`src/rtl/serial_subtractor8_if.sv`:
```
// Request/result bundle for the bit-serial subtractor.
interface serial_subtractor8_if #(
  parameter int unsigned WIDTH = 8
);
  logic             start;
  logic [WIDTH-1:0] a;
  logic [WIDTH-1:0] b;
  logic             bin;
  logic             busy;
  logic             done;
  logic [WIDTH-1:0] diff;
  logic             bout;

  modport master (
    output start, a, b, bin,
    input  busy, done, diff, bout
  );

  modport slave (
    input  start, a, b, bin,
    output busy, done, diff, bout
  );
endinterface

```
`src/rtl/serial_subtractor8.sv`:
```
// Bit-serial subtractor: diff = a - b - bin, one bit per clock, LSB first.
module serial_subtractor8 #(
  parameter int unsigned WIDTH = 8
) (
  input  logic                  clk,
  input  logic                  rst,
  serial_subtractor8_if.slave   bus
);

  localparam int unsigned CW = $clog2(WIDTH + 1);

  typedef enum logic [1:0] {
    IDLE  = 2'd0,
    SHIFT = 2'd1,
    DONE  = 2'd2
  } state_t;

  state_t           state_q, state_d;
  logic [WIDTH-1:0] a_q, a_d;
  logic [WIDTH-1:0] b_q, b_d;
  logic [WIDTH-1:0] res_q, res_d;
  logic [WIDTH-1:0] diff_q, diff_d;
  logic [CW-1:0]    cnt_q, cnt_d;
  logic             br_q, br_d;
  logic             bout_q, bout_d;
  logic             busy_q, busy_d;
  logic             done_q, done_d;
  logic             d_bit;
  logic             br_next;

  // State, datapath and registered outputs.
  always_ff @(posedge clk) begin
    if (rst) begin
      state_q <= IDLE;
      a_q     <= '0;
      b_q     <= '0;
      res_q   <= '0;
      diff_q  <= '0;
      cnt_q   <= '0;
      br_q    <= 1'b0;
      bout_q  <= 1'b0;
      busy_q  <= 1'b0;
      done_q  <= 1'b0;
    end else begin
      state_q <= state_d;
      a_q     <= a_d;
      b_q     <= b_d;
      res_q   <= res_d;
      diff_q  <= diff_d;
      cnt_q   <= cnt_d;
      br_q    <= br_d;
      bout_q  <= bout_d;
      busy_q  <= busy_d;
      done_q  <= done_d;
    end
  end

  // Next-state logic, full-subtractor cell and output staging.
  always_comb begin
    state_d = state_q;
    a_d     = a_q;
    b_d     = b_q;
    res_d   = res_q;
    diff_d  = diff_q;
    cnt_d   = cnt_q;
    br_d    = br_q;
    bout_d  = bout_q;
    busy_d  = 1'b0;
    done_d  = 1'b0;
    d_bit   = a_q[0] ^ b_q[0] ^ br_q;
    br_next = (~a_q[0] & b_q[0]) | (~(a_q[0] ^ b_q[0]) & br_q);

    case (state_q)
      IDLE, DONE: begin
        // DONE accepts a new request exactly like IDLE for back-to-back use.
        if (bus.start) begin
          a_d     = bus.a;
          b_d     = bus.b;
          br_d    = bus.bin;
          cnt_d   = '0;
          busy_d  = 1'b1;
          state_d = SHIFT;
        end else begin
          state_d = IDLE;
        end
      end
      SHIFT: begin
        res_d  = {d_bit, res_q[WIDTH-1:1]};
        a_d    = a_q >> 1;
        b_d    = b_q >> 1;
        br_d   = br_next;
        cnt_d  = cnt_q + CW'(1);
        busy_d = 1'b1;
        if (cnt_q == CW'(WIDTH - 1)) begin
          busy_d  = 1'b0;
          done_d  = 1'b1;
          diff_d  = {d_bit, res_q[WIDTH-1:1]};
          bout_d  = br_next;
          state_d = DONE;
        end
      end
      default: state_d = IDLE;
    endcase
  end

  assign bus.busy = busy_q;
  assign bus.done = done_q;
  assign bus.diff = diff_q;
  assign bus.bout = bout_q;

endmodule
```
`src/flat_wrapper.sv`:
```
// flat-port wrapper written by rule: the top's interface ports become plain ports
module serial_subtractor8_flat 
#(
  parameter int unsigned WIDTH = 8
)
  (clk, rst, bus_start, bus_a, bus_b, bus_bin, bus_busy, bus_done, bus_diff, bus_bout);
  serial_subtractor8_if #(.WIDTH(WIDTH)) bus_i ();
  input  logic clk;
  input  logic rst;
  input wire logic [$bits(bus_i.start)-1:0] bus_start;
  input wire logic [$bits(bus_i.a)-1:0] bus_a;
  input wire logic [$bits(bus_i.b)-1:0] bus_b;
  input wire logic [$bits(bus_i.bin)-1:0] bus_bin;
  output wire logic [$bits(bus_i.busy)-1:0] bus_busy;
  output wire logic [$bits(bus_i.done)-1:0] bus_done;
  output wire logic [$bits(bus_i.diff)-1:0] bus_diff;
  output wire logic [$bits(bus_i.bout)-1:0] bus_bout;
  assign bus_i.start = bus_start;
  assign bus_i.a = bus_a;
  assign bus_i.b = bus_b;
  assign bus_i.bin = bus_bin;
  assign bus_busy = bus_i.busy;
  assign bus_done = bus_i.done;
  assign bus_diff = bus_i.diff;
  assign bus_bout = bus_i.bout;
  serial_subtractor8 #(.WIDTH(WIDTH)) u_core (.clk(clk), .rst(rst), .bus(bus_i));
endmodule
```
`config.mk`:
```
export PLATFORM = sky130hd
export DESIGN_NAME = serial_subtractor8_flat
export DESIGN_NICKNAME = d
export VERILOG_FILES = /design/src/rtl/serial_subtractor8_if.sv /design/src/rtl/serial_subtractor8.sv /design/src/flat_wrapper.sv
export SDC_FILE = /design/constraint.sdc
export NUM_CORES = 1
export LEC_CHECK = 0
export BUFFER_PORTS_ARGS = -buffer_cell sky130_fd_sc_hd__buf_4
export CORE_MARGIN = 4
export CORE_UTILIZATION = 41
export DETAILED_ROUTE_END_ITERATION = 10
export REMOVE_ABC_BUFFERS = 1
export SLEW_MARGIN = 30
export SYNTH_ARGS = -nofsm -noshare
export SYNTH_HDL_FRONTEND = slang
export SYNTH_SLANG_ARGS = --single-unit
export TNS_END_PERCENT = 30
```
`constraint.sdc`:
```
create_clock -name clk -period 1.1 [get_ports clk]
set_input_delay 0.165 -clock clk [delete_from_list [all_inputs] [get_ports clk]]
set_output_delay 0.165 -clock clk [all_outputs]
set_load 0.05 [all_outputs]
```
==> results of run 1 <==
==> registers in the layout (all words and copies together) (netlist names) <==
signal and cells:
u_core.bus.busy 1, u_core.state_q 2, u_core.br_q 1, u_core.b_q 8, u_core.a_q 8, u_core.bus.done 1, u_core.cnt_q 4, u_core.bus.bout 1
u_core.bus.diff 8, u_core.res_q 7
==> layout make-up <==
type                    count  area (µm²)  share of cell area
repair buffers             52         422               0.192
clock buffers               8        80.1              0.0365
well taps                  48        60.1              0.0274
inverters                   2        7.51             0.00342
multi-input cells         124         798               0.364
flip-flops and latches     41         826               0.376
==> placed cells by master (no fill, tap or decap), types with 5 or more instances in the layout <==
cell type  Yosys  routed
a22oi_1       14       7
buf_4          8      46
o21ai_0        8       5
clkbuf_8       0       5
nand2_1       17      17
dfxtp_1       41      37
a21oi_1       37      32
a22oi_2        0       7
buf_6          3       5
nand3_1       27      26
==> metrics by stage <==
step / hold slack [ns] / setup TNS (ns) / utilization
after floorplan: 0.234 / -11.22 / -
after global placement: 0.417 / -1.11 / 0.526
after detailed placement: 0.426 / -1.74 / 0.526
after CTS: 0.115 / -1.14 / 0.563
after global routing: 0.129 / -2.21 / 0.582
final: 0.122 / -0.750 / 0.582
==> worst paths after layout <==
check,end,slack [ns],start
setup / recovery,u_core.bus.diff[2],-0.07,u_core.cnt_q[0]
hold / removal,u_core.b_q[7],0.12,bus_b[7]
setup reg to reg,u_core.bus.diff[2],-0.07,u_core.cnt_q[0]
hold reg to reg,u_core.a_q[5],0.47,u_core.a_q[5]
==> worst min-delay path, delay by kind of cell <==
family,cells,cell delay (ns)
buf+inv,1,0.11
simple gates,1,0.05
compound gates,1,0.05
==> repair_timing <==
item / in CTS / in global routing
gates resized for setup: 20 / 17
pin swaps: 5 / 1
endpoints found under the setup margin: 31 / 36
==> power breakdown <==
part           internal [mW]  leakage (nW)  switching (mW)
Combinational          0.193         0.445           0.224
Sequential              1.54         0.335          0.0373
Clock                  0.451        0.0395           0.479
==> layer usage <==
| metal | vias up | track usage | wire length [µm] |
|---|---|---|---|
| met5 | - | 0 | 0 |
| met4 | 0 | 0.0605 | 47 |
| met3 | 5 | 0.0379 | 212 |
| met2 | 42 | 0.255 | 1920 |
| met1 | 678 | 0.197 | 1600 |
| li1 | 740 | - | - |
==> cell families (layout without fill, tap and decap cells) <==
family          count (synthesis)  count (layout)  share of synthesized area
flops                          41              41                      0.498
simple gates                   58              58                      0.172
fa+ha+maj                       2               2                     0.0197
mux                             2               2                     0.0137
compound gates                 62              62                      0.216
buf+inv                        21              62                     0.0812
==> impl_metrics.env, run 1 <==
export IMPL_status="complete, but fails checks"
export IMPL_violations="setup timing"
export IMPL_cts_root_buffer_cell="clkbuf_8"
export IMPL_routedWlPerCell_um=13.8
export IMPL_worst_pin_slew_ns=0.249
export IMPL_timing_final_crit_share=1.06
export IMPL_cts_buffers=5
export IMPL_min_delay_path_class="in2reg"
export IMPL_dp_cells=267
export IMPL_holdBufCountCts=0
export IMPL_arrival_ns=1.39
export IMPL_critPathMaxFanout=4
export IMPL_routed_wl_um=3780
export IMPL_avgSynthCellArea_um2=8.86
export IMPL_placedInstanceArea_mm2=0.00198
export IMPL_dieArea_mm2=0.00510
export IMPL_synth_most_common_cell="dfxtp_1"
export IMPL_ir_worst_vdd_mv=0.952
export IMPL_clock_latency_ns=0.29
export IMPL_cts_tree="built"
export IMPL_worst_ep_required_time_ns=1.32
export IMPL_cts_buffer_depth=2
export IMPL_cp_slowest_cell="dfxtp_2"
export IMPL_io_buffer_count=30
export IMPL_gp_congestion=0.850
export IMPL_synth_edf_count=0
export IMPL_hold_depth=3
export IMPL_hpwl_um=2670
export IMPL_synthesis_area_mm2=0.00165
export IMPL_grt_pass1_wl_um=6400
export IMPL_ys_top_cells_by_count="dfxtp_1 (41), a21oi_1 (37), nand3_1 (27)"
export IMPL_die_w_um=71.4
export IMPL_grt_usage=0.156
export IMPL_critical_path_buf_inv_count=1
export IMPL_maxCapViolations=0
export IMPL_drive_above_1_share=0.370
export IMPL_die_h_um=71.4
export IMPL_max_stage_delay_ns=0.36
export IMPL_ant_nets=0
export IMPL_detail_route_first_pass_iterations=4
export IMPL_postCtsSetupRepairBufs=0
export IMPL_synth_flop_cell="dfxtp_1"
export IMPL_ios=31
export IMPL_synth_area_leaders="dfxtp_1 (50%), a21oi_1 (11%), nand3_1 (8.2%)"
export IMPL_cts_htree_levels=2
export IMPL_cp_depth=5
export IMPL_num_vias=1465
export IMPL_yosys_area_top_type="dfxtp_1"
export IMPL_grt_antenna_before_repair=0
export IMPL_setup_viol=26
export IMPL_via_per_inst=5.33
export IMPL_grt_overflow=0
export IMPL_crit_type="reg2reg"
export IMPL_ys_async_sr_fraction=0
export IMPL_fin_cells=275
export IMPL_worstSetupEndpointType="register"
export IMPL_drc=0
export IMPL_fillerInstances=348
export IMPL_reg2regPathDepth=5
export IMPL_grt_max_degree=22
export IMPL_n_antenna_cell=0
export IMPL_core_area_mm2=0.00377
export IMPL_fin_skew_ns=0.00318
export IMPL_startpoint_type="register"
export IMPL_crit_chain="ha_4, and3b_2, buf_6, nand3_1, a21oi_2"
export IMPL_synth_top_cell_area_share=0.498
export IMPL_start_util=0.437
export IMPL_nets=248
export IMPL_fin_area_mm2=0.00219
export IMPL_dp_slack_ns=-0.146
export IMPL_syn_inst=186
export IMPL_drtIter0Drc=99
export IMPL_area_growth_pct=33.1
export IMPL_slew_headroom=0.834
export IMPL_fp_row_count=22
export IMPL_setup_slack_ns=-0.0703
export IMPL_finalHoldViolations=0
export IMPL_ys_warn_count=0
export IMPL_grt_pass1_vias=1406
export IMPL_timing_fmax_mhz=854
export IMPL_ys_seq_elements=41
export IMPL_path_delay_family="flip-flops"
export IMPL_powerDensity_mw_per_mm2=1340
export IMPL_rsz0062_at_grt="yes"
export IMPL_clock_sinks=41
export IMPL_clk_pin_slew_ns=0.07
export IMPL_p_leak_nw=0.820
export IMPL_yosysUniqueCellTypes=26
export IMPL_yosysSeqAreaShare=0.498
export IMPL_min_period_ns=1.17
export IMPL_power_mw=2.93
export IMPL_final_max_slew_violation_count=0
(Power assumes the default switching activity.)
==> inputs of run 2 (changes only) <==
==> constraint.sdc (replaced) <==
create_clock -name clk -period 1.5 [get_ports clk]
set_input_delay 0.225 -clock clk [delete_from_list [all_inputs] [get_ports clk]]
set_output_delay 0.225 -clock clk [all_outputs]
set_load 0.05 [all_outputs]
==> run 2 against run 1 <==
Sequential cell count did not move; sequential share of layout area rose by 3.7 points; via count is 4.0% lower; register-to-register slack gained 0.19 ns; die area unchanged; wire length is 8.5% lower; highest routed layer unchanged; first-iteration DRC count rose by 7.1%; critical path depth down 1; combinational power decreased by 39%; total power shrank 25%; the flow now finishes without violations; critical endpoint is now u_core.bus.diff[3].
==> impl_metrics.env, run 2 (synthesized netlist as in run 1, its figures left out) <==
export IMPL_io_buffer_count=30
export IMPL_ios=31
export IMPL_whs_ns=0.180
export IMPL_crit_type="reg2reg"
export IMPL_gp_congestion=0.782
export IMPL_drc=0
export IMPL_area_growth_pct=20.4
export IMPL_ir_worst_vdd_mv=0.428
export IMPL_worstHoldStart="bus_a[7]"
export IMPL_setup_viol=0
export IMPL_cts_htree_levels=2
export IMPL_nets=236
export IMPL_hpwl_um=2470
export IMPL_num_vias=1406
export IMPL_powerDensity_mw_per_mm2=1100
export IMPL_clock_latency_ns=0.29
export IMPL_final_util=0.526
export IMPL_grt_usage=0.137
export IMPL_drtIter0Drc=106
export IMPL_postCtsSetupRepairBufs=0
export IMPL_rsz0062_at_grt="yes"
export IMPL_status="complete, no violations"
export IMPL_worst_pin_slew_ns=0.398
export IMPL_die_w_um=71.4
export IMPL_core_area_mm2=0.00377
export IMPL_min_period_ns=1.38
export IMPL_final_common_cell="dfxtp_1"
export IMPL_startpoint_type="register"
export IMPL_routed_wl_um=3460
export IMPL_drive_above_1_share=0.228
export IMPL_timing_final_crit_share=0.920
export IMPL_cts_root_buffer_cell="clkbuf_8"
export IMPL_grt_pass1_vias=1287
export IMPL_dp_slack_ns=0.109
export IMPL_placedInstanceArea_mm2=0.00188
export IMPL_fin_skew_ns=0.00349
export IMPL_clock_sinks=41
export IMPL_via_per_inst=5.35
export IMPL_routedWlPerCell_um=13.2
export IMPL_clk_pin_slew_ns=0.08
export IMPL_grt_antenna_before_repair=0
export IMPL_setup_slack_ns=0.120
export IMPL_critPathMaxFanout=11
export IMPL_fp_row_count=22
export IMPL_r2r_start="u_core.cnt_q[0]"
export IMPL_timing_fmax_mhz=725
export IMPL_slew_headroom=0.734
export IMPL_grt_max_degree=24
export IMPL_fin_area_mm2=0.00198
export IMPL_worstSetupEndpointType="register"
export IMPL_final_max_slew_violation_count=0
export IMPL_grt_overflow=0
export IMPL_worstSetupStartpoint="u_core.cnt_q[0]"
export IMPL_ant_nets=0
export IMPL_cts_buffer_depth=2
export IMPL_holdBufCountCts=0
export IMPL_maxCapViolations=0
export IMPL_n_antenna_cell=0
export IMPL_cts_buffers=5
export IMPL_detail_route_first_pass_iterations=4
export IMPL_fillerInstances=349
export IMPL_worst_ep_required_time_ns=1.68
export IMPL_start_util=0.437
export IMPL_p_leak_nw=0.753
export IMPL_dieArea_mm2=0.00510
export IMPL_grt_pass1_wl_um=5720
export IMPL_most_common_layout_cells="dfxtp_1 (41), buf_4 (40), a21oi_1 (37)"
export IMPL_cts_resized_gates=0
export IMPL_arrival_ns=1.56
export IMPL_min_delay_path_class="in2reg"
export IMPL_cts_tree="built"
export IMPL_finalHoldViolations=0
export IMPL_die_h_um=71.4
## run 2: power by group
part	leakage, nW	switching [mW]	internal [mW]
sequential	0.334	0.0240	1.13
clock	0.0542	0.365	0.416
combinational	0.365	0.142	0.111
## run 2: routing by layer
layer  GRT usage  vias up  share of wire
met5           0        -              0
met4      0.0313        0         0.0084
met3      0.0519        4          0.062
met2       0.224       35           0.46
met1       0.171      656           0.47
li1            -      711              -
## run 2: final timing paths
| path | endpoint | cells past startpoint | slack (ns) |
|---|---|---|---|
| setup reg to reg | u_core.bus.diff[3] | 4 | 0.12 |
| hold reg to reg | u_core.res_q[1] | 2 | 0.47 |
| setup / recovery | u_core.bus.diff[3] | 4 | 0.12 |
| hold / removal | u_core.a_q[7] | 3 | 0.18 |
## run 2: worst max-delay path: stages (launching register included)
cell	delay, ns
dfxtp_1	0.38
ha_1	0.22
nand3b_1	0.31
o21ai_0	0.28
a21oi_1	0.09
## run 2: stage by stage
step / power, mW / setup TNS, ns / std cells
after global placement: 1.43 / 0 / 255
after detailed placement: 1.43 / 0 / 255
after floorplan: 1.30 / -0.253 / 167
after CTS: 2.22 / 0 / 263
final: 2.19 / 0 / 263
after global routing: 2.30 / -0.0384 / 263
## run 2: final cells by class
class	instances	area, µm²	area share
Clock buffer	7	96.3	0.0485
Clock inverter	1	5.00	0.00252
Inverter	2	7.51	0.00378
Multi-Input combinational cell	124	694	0.350
Sequential cell	41	821	0.414
Tap cell	48	60.1	0.0303
Timing Repair Buffer	40	300	0.151
